File: src/rtl/uart_cmd_pkg.sv
// Shared types, opcodes and helpers for the UART command framer and its
// byte serializer.
package uart_cmd_pkg;

  localparam int         BYTE_W       = 8;
  localparam logic [5:0] MIN_PRESCALE = 6'd4;

  localparam logic [BYTE_W-1:0] WR_OP   = 8'hAA;
  localparam logic [BYTE_W-1:0] RD_OP   = 8'hBB;
  localparam logic [BYTE_W-1:0] ALU_OP  = 8'hCC;
  localparam logic [BYTE_W-1:0] ALU_NOP = 8'hDD;

  typedef enum logic [1:0] {
    CMD_WR      = 2'd0,
    CMD_RD      = 2'd1,
    CMD_ALU_OP  = 2'd2,
    CMD_ALU_NOP = 2'd3
  } cmd_type_t;

  // Byte-level phases; the LOAD decision is folded into the START entry.
  typedef enum logic [2:0] {
    ST_IDLE,
    ST_START,
    ST_DATA,
    ST_PARITY,
    ST_STOP,
    ST_GAP
  } ser_state_t;

  // Command-level phases; DRAIN is the idle-line period after an abort.
  typedef enum logic [1:0] {
    CS_IDLE,
    CS_RUN,
    CS_DRAIN
  } cmd_state_t;

  function automatic logic [2:0] frame_count(input cmd_type_t t);
    case (t)
      CMD_WR:     return 3'd3;
      CMD_ALU_OP: return 3'd4;
      default:    return 3'd2;
    endcase
  endfunction

  function automatic logic [5:0] clamp_prescale(input logic [5:0] p);
    return (p < MIN_PRESCALE) ? MIN_PRESCALE : p;
  endfunction

  function automatic logic [BYTE_W-1:0] select_byte(
    input cmd_type_t         t,
    input logic [1:0]        idx,
    input logic [BYTE_W-1:0] addr,
    input logic [BYTE_W-1:0] d0,
    input logic [BYTE_W-1:0] d1,
    input logic [BYTE_W-1:0] fun
  );
    case (t)
      CMD_WR: begin
        case (idx)
          2'd0:    return WR_OP;
          2'd1:    return addr;
          default: return d0;
        endcase
      end
      CMD_RD:     return (idx == 2'd0) ? RD_OP : addr;
      CMD_ALU_OP: begin
        case (idx)
          2'd0:    return ALU_OP;
          2'd1:    return d0;
          2'd2:    return d1;
          default: return fun;
        endcase
      end
      default:    return (idx == 2'd0) ? ALU_NOP : fun;
    endcase
  endfunction

endpackage

File: src/rtl/uart_frame_ser.sv
// One-byte UART frame serializer: start, 8 data bits LSB first, optional
// parity, stop, then GAP_BITS idle bit times. GAP_BITS must be 1..8.
module uart_frame_ser
  import uart_cmd_pkg::*;
#(
  parameter int GAP_BITS = 2
) (
  input  logic              clk,
  input  logic              rst,
  input  logic              start,
  input  logic              more,
  input  logic              abort,
  input  logic [BYTE_W-1:0] data,
  input  logic              par_en,
  input  logic              par_typ,
  input  logic [5:0]        prescale,
  output logic              line,
  output logic              frame_done,
  output logic              done
);

  ser_state_t state_q, state_d;
  logic [5:0] cnt_q, cnt_d;
  logic [2:0] idx_q, idx_d;
  logic       line_q, line_d;
  logic       bit_end;
  logic       parity;

  assign bit_end = (cnt_q == prescale - 6'd1);
  assign parity  = (^data) ^ par_typ;

  // NOTE: every signal written here is defaulted first, so no path leaves a
  // value held and no latch is inferred.
  always_comb begin
    state_d    = state_q;
    cnt_d      = cnt_q;
    idx_d      = idx_q;
    frame_done = 1'b0;
    done       = 1'b0;
    line_d     = 1'b1;

    if (state_q != ST_IDLE) cnt_d = bit_end ? 6'd0 : cnt_q + 6'd1;

    case (state_q)
      ST_IDLE: begin
        if (start) begin
          state_d = ST_START;
          cnt_d   = 6'd0;
          idx_d   = 3'd0;
        end
      end
      ST_START: begin
        if (bit_end) begin
          state_d = ST_DATA;
          idx_d   = 3'd0;
        end
      end
      ST_DATA: begin
        if (bit_end) begin
          if (idx_q == 3'd7) begin
            state_d = par_en ? ST_PARITY : ST_STOP;
            idx_d   = 3'd0;
          end else begin
            idx_d = idx_q + 3'd1;
          end
        end
      end
      ST_PARITY: if (bit_end) state_d = ST_STOP;
      ST_STOP: begin
        if (bit_end) begin
          frame_done = 1'b1;
          state_d    = ST_GAP;
          idx_d      = 3'd0;
        end
      end
      ST_GAP: begin
        if (bit_end) begin
          if (idx_q == 3'(GAP_BITS - 1)) begin
            done    = 1'b1;
            state_d = more ? ST_START : ST_IDLE;
            idx_d   = 3'd0;
          end else begin
            idx_d = idx_q + 3'd1;
          end
        end
      end
      default: state_d = ST_IDLE;
    endcase

    // Abort restarts a full idle gap from wherever the frame was.
    if (abort) begin
      state_d = ST_GAP;
      cnt_d   = 6'd0;
      idx_d   = 3'd0;
    end

    // Line is computed from the next state so the pin comes straight off a flop.
    case (state_d)
      ST_START:  line_d = 1'b0;
      ST_DATA:   line_d = data[idx_d];
      ST_PARITY: line_d = parity;
      default:   line_d = 1'b1;
    endcase
  end

  // NOTE: non-blocking assignments so every flop samples pre-edge values.
  always_ff @(posedge clk) begin
    if (rst) begin
      state_q <= ST_IDLE;
      cnt_q   <= 6'd0;
      idx_q   <= 3'd0;
      line_q  <= 1'b1;
    end else begin
      state_q <= state_d;
      cnt_q   <= cnt_d;
      idx_q   <= idx_d;
      line_q  <= line_d;
    end
  end

  assign line = line_q;

endmodule

File: src/rtl/uart_cmd_framer.sv
// Host-side command framer driving the DUT's RX_IN line. Define CMD_ABORT_EN
// to add the ABORT input and ABORTED pulse.
module uart_cmd_framer
  import uart_cmd_pkg::*;
#(
  parameter int WIDTH    = 8,
  parameter int ADDR_W   = 4,
  parameter int GAP_BITS = 2
) (
  input  logic              CLK,
  input  logic              RST,
  input  logic              CMD_VALID,
  output logic              CMD_READY,
  input  logic [1:0]        CMD_TYPE,
  input  logic [ADDR_W-1:0] CMD_ADDR,
  input  logic [WIDTH-1:0]  CMD_DATA0,
  input  logic [WIDTH-1:0]  CMD_DATA1,
  input  logic [3:0]        CMD_FUN,
  input  logic              PAR_EN,
  input  logic              PAR_TYP,
  input  logic [5:0]        PRESCALE,
  output logic              TX_LINE,
  output logic              BUSY,
  output logic              FRAME_DONE,
  output logic              CMD_DONE
`ifdef CMD_ABORT_EN
  ,
  input  logic              ABORT,
  output logic              ABORTED
`endif
);

  cmd_state_t        state_q, state_d;
  cmd_type_t         type_q;
  logic [ADDR_W-1:0] addr_q;
  logic [WIDTH-1:0]  data0_q, data1_q;
  logic [3:0]        fun_q;
  logic              par_en_q, par_typ_q;
  logic [5:0]        presc_q;
  logic [1:0]        frame_idx_q;

  logic              capture, last_frame, more, abort_req;
  logic              ser_done, ser_frame_done, ser_line;
  logic [BYTE_W-1:0] cur_byte;

  assign capture    = (state_q == CS_IDLE) && CMD_VALID;
  assign last_frame = ({1'b0, frame_idx_q} == frame_count(type_q) - 3'd1);
  assign more       = (state_q == CS_RUN) && !last_frame;
  assign cur_byte   = select_byte(type_q, frame_idx_q, BYTE_W'(addr_q),
                                  data0_q, data1_q, {4'h0, fun_q});

`ifdef CMD_ABORT_EN
  logic aborted_q;

  assign abort_req = ABORT && (state_q == CS_RUN);

  always_ff @(posedge CLK) begin
    if (RST) aborted_q <= 1'b0;
    else     aborted_q <= abort_req;
  end

  assign ABORTED = aborted_q;
`else
  assign abort_req = 1'b0;
`endif

  always_comb begin
    state_d   = state_q;
    CMD_READY = 1'b0;
    CMD_DONE  = 1'b0;
    case (state_q)
      CS_IDLE: begin
        CMD_READY = 1'b1;
        if (CMD_VALID) state_d = CS_RUN;
      end
      CS_RUN: begin
        if (abort_req) begin
          state_d = CS_DRAIN;
        end else if (ser_done && last_frame) begin
          state_d  = CS_IDLE;
          CMD_DONE = 1'b1;
        end
      end
      CS_DRAIN: if (ser_done) state_d = CS_IDLE;
      default:  state_d = CS_IDLE;
    endcase
  end

  assign BUSY = !CMD_READY;

  always_ff @(posedge CLK) begin
    if (RST) begin
      state_q     <= CS_IDLE;
      frame_idx_q <= 2'd0;
    end else begin
      state_q <= state_d;
      if (capture)
        frame_idx_q <= 2'd0;
      else if (state_q == CS_RUN && ser_done && !last_frame && !abort_req)
        frame_idx_q <= frame_idx_q + 2'd1;
    end
  end

  // NOTE: the command payload is left out of reset on purpose; it is only read
  // after a capture has loaded it, so a reset would buy nothing.
  always_ff @(posedge CLK) begin
    if (capture) begin
      type_q    <= cmd_type_t'(CMD_TYPE);
      addr_q    <= CMD_ADDR;
      data0_q   <= CMD_DATA0;
      data1_q   <= CMD_DATA1;
      fun_q     <= CMD_FUN;
      par_en_q  <= PAR_EN;
      par_typ_q <= PAR_TYP;
      presc_q   <= clamp_prescale(PRESCALE);
    end
  end

  uart_frame_ser #(
    .GAP_BITS(GAP_BITS)
  ) u_ser (
    .clk       (CLK),
    .rst       (RST),
    .start     (capture),
    .more      (more),
    .abort     (abort_req),
    .data      (cur_byte),
    .par_en    (par_en_q),
    .par_typ   (par_typ_q),
    .prescale  (presc_q),
    .line      (ser_line),
    .frame_done(ser_frame_done),
    .done      (ser_done)
  );

  assign TX_LINE    = ser_line;
  assign FRAME_DONE = ser_frame_done;

endmodule

File: config.mk
export PLATFORM = sky130hd
export DESIGN_NAME = uart_cmd_framer
export DESIGN_NICKNAME = d
export VERILOG_FILES = /design/src/rtl/uart_cmd_pkg.sv /design/src/rtl/uart_frame_ser.sv /design/src/rtl/uart_cmd_framer.sv
export SDC_FILE = /design/constraint.sdc
export NUM_CORES = 1
export LEC_CHECK = 0
export ABC_CLOCK_PERIOD_IN_PS = 2800
export CORE_ASPECT_RATIO = 0.5
export CORE_MARGIN = 1
export CORE_UTILIZATION = 49
export DETAILED_ROUTE_END_ITERATION = 6
export PLACE_DENSITY = 0.87
export SLEW_MARGIN = 40
export SYNTH_ARGS = -nofsm -noshare
export SYNTH_HDL_FRONTEND = slang
export SYNTH_SLANG_ARGS = --single-unit
File: constraint.sdc
create_clock -name CLK -period 2.8 [get_ports CLK]
set_input_delay 0.28 -clock CLK [delete_from_list [all_inputs] [get_ports CLK]]
set_output_delay 0.28 -clock CLK [all_outputs]
set_load 0.02 [all_outputs]
==> flow_metrics.py, run 1 <==
metrics = {
    "die": {
        "start_util_pct": 53.1,
        "die_x_um": 107,
        "std_cell_rows": 18,
        "fp.dieH_um": 54.7,
        "die_area_sq_um": 5880,
        "core_area_sq_um": 5130,
        "ioPinCount": 42,
    },
    "drt": {
        "via_per_inst": 5.78,
        "drtIter0Drc": 106,
        "drtAntennaViolNets": 0,
        "drc": 0,
        "firstDrtPassIters": 5,
        "avgRoutedWirePerCell_um": 15.2,
        "drt_wl_total_mm": 5.95,
        "routed-via-count": 2261,
    },
    "global_route": {
        "grt_pass1_wl_mm": 9.42,
        "overflow": 0,
        "grt_max_degree": 37,
        "track_usage_pct": 21.6,
        "antenna_found_initial": 0,
        "grt_pass1_vias": 2068,
    },
    "worst_setup_path": {
        "rr_worst_depth": 12,
        "r2r_slack_ns": 0.01,
        "crit_type": "reg2reg",
        "critPathMaxFanout": 7,
        "crit_required_ns": 3.00,
        "start_kind": "flop",
        "reg2reg_from": "presc_q[0]$_SDFFCE_PN0P_",
        "arrival_ns": 2.98,
        "worstReg2RegEnd": "u_ser.line$_SDFF_PP1_",
        "worst_setup_path_end_kind": "flop",
    },
    "worst_hold_path": {
        "hold_path.class": "in2reg",
        "whs_path_depth": 1,
        "worstHoldEndpoint": "fun_q[1]$_DFFE_PP_",
        "hold_start": "CMD_FUN[1]",
    },
    "clocking": {
        "h-tree-depth": 2,
        "clk_latency_ns": 0.31,
        "cts-root-buf": "clkbuf_8",
        "clockBufferDepth": 2,
        "cts_hold_buf": 0,
        "clk_pin_slew_ns": 0.09,
        "cts_buffers": 5,
        "cts_tree": "yes",
        "cts.sinks": 50,
    },
    "cells_and_area": {
        "nets": 366,
        "drive_gt1_share_pct": 11.8,
        "final-instance-count-excl-fill": 391,
        "syn_to_final_growth_pct": 26.2,
        "fin_area_sq_um": 3440,
        "antenna_cells": 0,
    },
    "logic_synthesis": {
        "syn_nets": 315,
        "synthCells": 269,
        "synthDominantCellAreaShare_pct": 37.5,
        "synth_area_leaders": "edfxtp_1, dfxtp_1, xnor2_1",
        "ys_seq_area_share_pct": 49.2,
        "synth_cell_types": 48,
        "synth_edf_count": 34,
        "synth-seq-cells": 50,
        "yosys.area.top_type": "edfxtp_1",
        "avgSynthCellArea_sq_um": 10.1,
        "ys.flop_type": "edfxtp_1",
        "yosysWarnings": 0,
        "synth.cell_area_sq_um": 2730,
        "async_reset_ff_share_pct": 0,
    },
    "timing": {
        "rsz0062_at_grt": "yes",
        "setup_viol": 0,
        "fin_ws_ns": 0.0141,
        "min_period_over_period_pct": 99.5,
        "fin_skew_ns": 0.00539,
        "drv_slew": 0,
        "tightest_slew_ns": 0.599,
        "hold_viol": 0,
        "min_period_ns": 2.79,
        "clock.fmax_mhz": 359,
        "slew_headroom_pct": 59.7,
        "fin_hold_ws_ns": 0.521,
    },
    "power_and_ir_drop": {
        "power_density_nw_per_um2": 430,
        "p_total_mw": 1.48,
        "vdd_drop_max_uv": 255,
        "p_leak_nw": 1.24,
    },
    "placement": {
        "io_buffers": 41,
        "gp_congestion": 0.842,
        "pre_cts_ws_ns": -0.118,
        "placed_area_sq_um": 3280,
        "dpl.hpwl_mm": 4.38,
        "placed_cells": 380,
    },
    "outcome": {
        "outcome": "complete, no violations",
    },
    "flow_run": {
        "cap_viol_max_count": 0,
    },
}
per-stage QoR:
stage | utilization (%) | setup TNS [ns]
floorplan | - | 0
global placement | 63.9 | 0
detailed placement | 63.9 | -0.234
CTS | 66.1 | -0.0284
global route | 67.0 | -0.129
finish | 67.0 | 0
critical path, stage by stage (launching register included):
cell      delay (ns)
edfxtp_1        0.40
inv_1           0.06
ha_1            0.20
buf_4           0.14
xnor2_2         0.13
xnor2_2         0.19
a211o_1         0.34
buf_6           0.15
o32ai_4         0.35
mux2_4          0.33
mux2i_1         0.13
o2111a_1        0.20
o21ai_2         0.05
report_power, final:
group | total (mW) | internal (mW) | switching [mW] | leakage, nW
clock network | 0.419 | 0.177 | 0.242 | 0.0452
registers | 0.852 | 0.827 | 0.0251 | 0.454
logic | 0.209 | 0.111 | 0.0979 | 0.742
worst max-delay path by stage:
stage	cells after the start	slack [ns]	startpoint	to
floorplan	9	0.06	state_q[0]$_SDFFE_PP0P_	u_ser.line$_SDFF_PP1_
global placement	9	0.05	presc_q[0]$_SDFFCE_PN0P_	CMD_DONE
detailed placement	12	-0.12	presc_q[0]$_SDFFCE_PN0P_	u_ser.line$_SDFF_PP1_
CTS	12	-0.03	presc_q[0]$_SDFFCE_PN0P_	u_ser.line$_SDFF_PP1_
global route	12	-0.12	presc_q[0]$_SDFFCE_PN0P_	u_ser.line$_SDFF_PP1_
finish	12	0.01	presc_q[0]$_SDFFCE_PN0P_	u_ser.line$_SDFF_PP1_
flip-flops by register name, summed over array words and instances (netlist names), 2 cells and up:
| signal | count |
|---|---|
| u_ser.cnt_q | 6 |
| data0_q | 8 |
| addr_q | 4 |
| presc_q | 6 |
| u_ser.state_q | 3 |
| data1_q | 8 |
| fun_q | 4 |
| u_ser.idx_q | 3 |
| type_q | 2 |
| frame_idx_q | 2 |
layout by cell type, fill, tap and decap left out, types with 2 or more instances in the layout:
cell	n
clkdlybuf4s50_1	39
edfxtp_1	34
nor2_1	23
nand2_1	17
inv_1	16
dfxtp_1	16
buf_4	16
nand3_1	11
o21ai_0	11
xnor2_1	11
nor3_1	10
a31oi_1	9
ha_1	9
xor2_1	8
a21oi_1	7
nor2b_1	7
mux2i_1	6
clkbuf_8	5
or3_1	4
a21o_1	4
o31ai_1	4
a22oi_1	4
nand3b_1	3
a32oi_1	3
o22ai_1	3
xnor2_2	2
nand4_1	2
nand2b_1	2
a311oi_1	2
and2_1	2
nor4_1	2
final cells by class:
| class | count | area (sq um) |
|---|---|---|
| Clock buffer | 6 | 72.6 |
| Clock inverter | 2 | 13.8 |
| Fill cell | 387 | 1700 |
| Inverter | 16 | 60.1 |
| Multi-Input combinational cell | 189 | 1330 |
| Sequential cell | 50 | 1340 |
| Tap cell | 70 | 87.6 |
| Timing Repair Buffer | 58 | 532 |
what timing repair did:
item / CTS / global route
pin swaps: 1 / 3
gates resized for setup: 7 / 12
buffers inserted: 2 / 1
hold endpoints to repair: 0 / 0
setup endpoints to repair: 3 / 3
cell usage after synthesis (all sizes together), types with 4 or more instances:
library cell	number
a21o	4
a21oi	7
a22oi	4
a31oi	9
clkbuf	13
dfxtp	16
edfxtp	34
ha	9
inv	16
mux2i	6
nand2	17
nand3	11
nor2	23
nor2b	7
nor3	11
o21ai	13
o31ai	4
or3	4
xnor2	13
xor2	8
kinds of logic (layout without fill, tap and decap cells):
kind of cell / Yosys count / in the layout / synth area share (%)
AOI/OAI and AO/OA: 60 / 60 / 15.7
xor gates and xnor gates: 21 / 21 / 6.75
adders and majority gates: 9 / 9 / 4.13
buffers and inverters: 30 / 82 / 4.18
DFF: 50 / 50 / 49.2
muxes: 8 / 8 / 3.17
and+or+nand+nor: 91 / 91 / 16.8
routing by layer:
layer / vias to the layer above / global-route usage, % / routed length, um
met1: 1067 / 25.8 / 2470
met4: 0 / 11.9 / 123
met5: - / 0 / 0
met2: 96 / 38.1 / 2950
met3: 16 / 4.40 / 403
li1: 1082 / - / -
Power figures use the tool's default switching activity.
==> inputs of run 2 (changes only) <==
- CELL_PAD_IN_SITES_DETAIL_PLACEMENT: default -> 0
- CELL_PAD_IN_SITES_GLOBAL_PLACEMENT: default -> 1
- CORE_UTILIZATION: 49 -> 38
- PLACE_DENSITY: 0.87 -> 0.86
- RECOVER_POWER: default -> 100
- TNS_END_PERCENT: default -> 1
==> run 2 against run 1 <==
Net effect:
- the flow now finishes with violations (negative setup slack)
- setup slack lost 0.027 ns
- via count shrank 2.4%
- hold slack gained 0.017 ns
- register-to-register slack lost 0.03 ns
==> flow_metrics.py, run 2 (same netlist as run 1, synthesis figures left out) <==
metrics = {
    "drt": {
        "wl_met2_mm": 2.90,
        "drt_wl_total_mm": 6.04,
        "routed.top_layer": "met4",
        "wirelength_met1_mm": 2.77,
        "drtAntennaViolNets": 0,
        "dr_wl_met3_um": 257,
        "drtIter0Drc": 130,
        "routed-via-count": 2206,
        "via_per_inst": 5.28,
        "avgRoutedWirePerCell_um": 14.4,
        "drc": 0,
        "firstDrtPassIters": 4,
    },
    "timing": {
        "fin_ws_ns": -0.0126,
        "tightest_slew_ns": 0.877,
        "setup_viol": 1,
        "min_period_ns": 2.81,
        "tns_ns": -0.0126,
        "clock.fmax_mhz": 356,
        "drv_slew": 0,
        "hold_viol": 0,
        "fin_skew_ns": 0.00182,
        "fin_hold_ws_ns": 0.538,
        "min_period_over_period_pct": 100,
        "slew_headroom_pct": 41.5,
        "rsz0062_at_grt": "yes",
    },
    "clocking": {
        "cts.sinks": 50,
        "clk_pin_slew_ns": 0.06,
        "cts-root-buf": "clkbuf_16",
        "cts_hold_buf": 0,
        "clockBufferDepth": 2,
        "cts_buffers": 5,
        "cts_tree": "yes",
        "clk_latency_ns": 0.29,
        "h-tree-depth": 2,
    },
    "worst_setup_path": {
        "crit_type": "reg2reg",
        "arrival_ns": 3.04,
        "worst_setup_path_end_kind": "flop",
        "r2r_slack_ns": -0.01,
        "critPathMaxFanout": 5,
        "crit_required_ns": 3.03,
        "start_kind": "flop",
    },
    "global_route": {
        "antenna_found_initial": 0,
        "grt_max_degree": 37,
        "overflow": 0,
        "grt_pass1_wl_mm": 9.67,
        "grt_pass1_vias": 2040,
        "track_usage_pct": 17.0,
    },
    "outcome": {
        "violations": "negative setup slack",
        "outcome": "complete, but fails checks",
    },
    "cells_and_area": {
        "final-instance-count-excl-fill": 418,
        "nets": 371,
        "drive_gt1_share_pct": 12.9,
        "final_cell_mix": "edfxtp_1, dlygate4sd3_1, nor2_1",
        "antenna_cells": 0,
        "syn_to_final_growth_pct": 29.8,
        "top_regs": "data0_q x8, data1_q x8",
    },
    "placement": {
        "placed_cells": 404,
        "io_buffers": 41,
        "dpl.hpwl_mm": 4.28,
        "gp_congestion": 0.848,
    },
    "power_and_ir_drop": {
        "pwr-share-seq_pct": 51.8,
        "p_sw_uw": 384,
        "p_leak_nw": 1.28,
        "comb_power_share_pct": 12.0,
        "swShare_pct": 23.3,
        "intPower_mw": 1.26,
        "p_total_mw": 1.65,
        "vdd_drop_max_uv": 250,
        "power_frac_clock_pct": 36.2,
        "power_density_nw_per_um2": 465,
    },
    "die": {
        "ioPinCount": 42,
        "core_area_sq_um": 6810,
        "die_area_sq_um": 7530,
        "fp.dieH_um": 61.9,
        "std_cell_rows": 21,
        "start_util_pct": 40.0,
        "die_x_um": 122,
    },
    "worst_hold_path": {
        "hold_path.class": "reg2reg",
    },
    "flow_run": {
        "cap_viol_max_count": 0,
    },
}
## run 2: cell types whose count changed in the layout (fill, tap and decap cells not counted), sizes merged
cell and delta:
clkinv -2, buf +3, clkdlybuf4s50 -34, dlygate4sd3 +34, clkinvlp +1, clkbuf +3
## run 2: worst max-delay path, cell delays in order, from the launching register on
cell and delay (ns):
edfxtp_1 0.46, nor3_2 0.10, or3_1 0.31, a31o_1 0.25
a211o_1 0.33, buf_6 0.14, o32ai_4 0.34, buf_4 0.18
mux2i_1 0.17, mux2i_1 0.09, o2111a_1 0.28, o21ai_2 0.10
## run 2: final timing paths
| check | startpoint | endpoint | cells after the start |
|---|---|---|---|
| worst max-delay path | presc_q[2]$_SDFFCE_PN1P_ | u_ser.line$_SDFF_PP1_ | 11 |
| worst min-delay path | u_ser.cnt_q[5]$_SDFF_PP0_ | u_ser.cnt_q[5]$_SDFF_PP0_ | 2 |
| worst max register to register | presc_q[2]$_SDFFCE_PN1P_ | u_ser.line$_SDFF_PP1_ | 11 |
| worst min register to register | u_ser.cnt_q[5]$_SDFF_PP0_ | u_ser.cnt_q[5]$_SDFF_PP0_ | 2 |
## run 2: metrics by stage
step	cell area [sq um]	utilization (%)	setup slack [ns]
after floorplan	2730	-	0.0627
after global placement	3320	48.8	0.0357
after detailed placement	3320	48.8	-0.0579
after CTS	3480	51.1	0.0178
after global routing	3540	52.0	-0.189
final	3540	52.0	-0.0126
## run 2: final cells by class
class / instances / area [sq um]
Timing Repair Buffer: 63 / 567
Inverter: 16 / 60.1
Fill cell: 608 / 3270
Clock buffer: 7 / 133
Multi-Input combinational cell: 189 / 1320
Sequential cell: 50 / 1340
Clock inverter: 1 / 7.51
Tap cell: 92 / 115
## run 2: power groups by stage
stage                     logic [mW]  registers (mW)  clock network [mW]
after detailed placement       0.200           0.867                   0
final                          0.198           0.853               0.596
after floorplan                0.112           0.861                   0
after global routing           0.219           0.857               0.654
after global placement         0.195           0.866                   0
after CTS                      0.201           0.851               0.613
## run 2: what timing repair did
| action | 4_1_cts | 5_1_grt |
|---|---|---|
| buffers inserted | 2 | 4 |
| setup endpoints to repair | 3 | 3 |
| pin swaps | 1 | 6 |
| gates resized for setup | 3 | 14 |
## run 2: routing by layer
layer / vias to the layer above / track usage [%]
li1: 1094 / -
met1: 1040 / 21.3
met2: 63 / 28.7
met3: 9 / 5.47
met4: 0 / 5.11
met5: - / 0
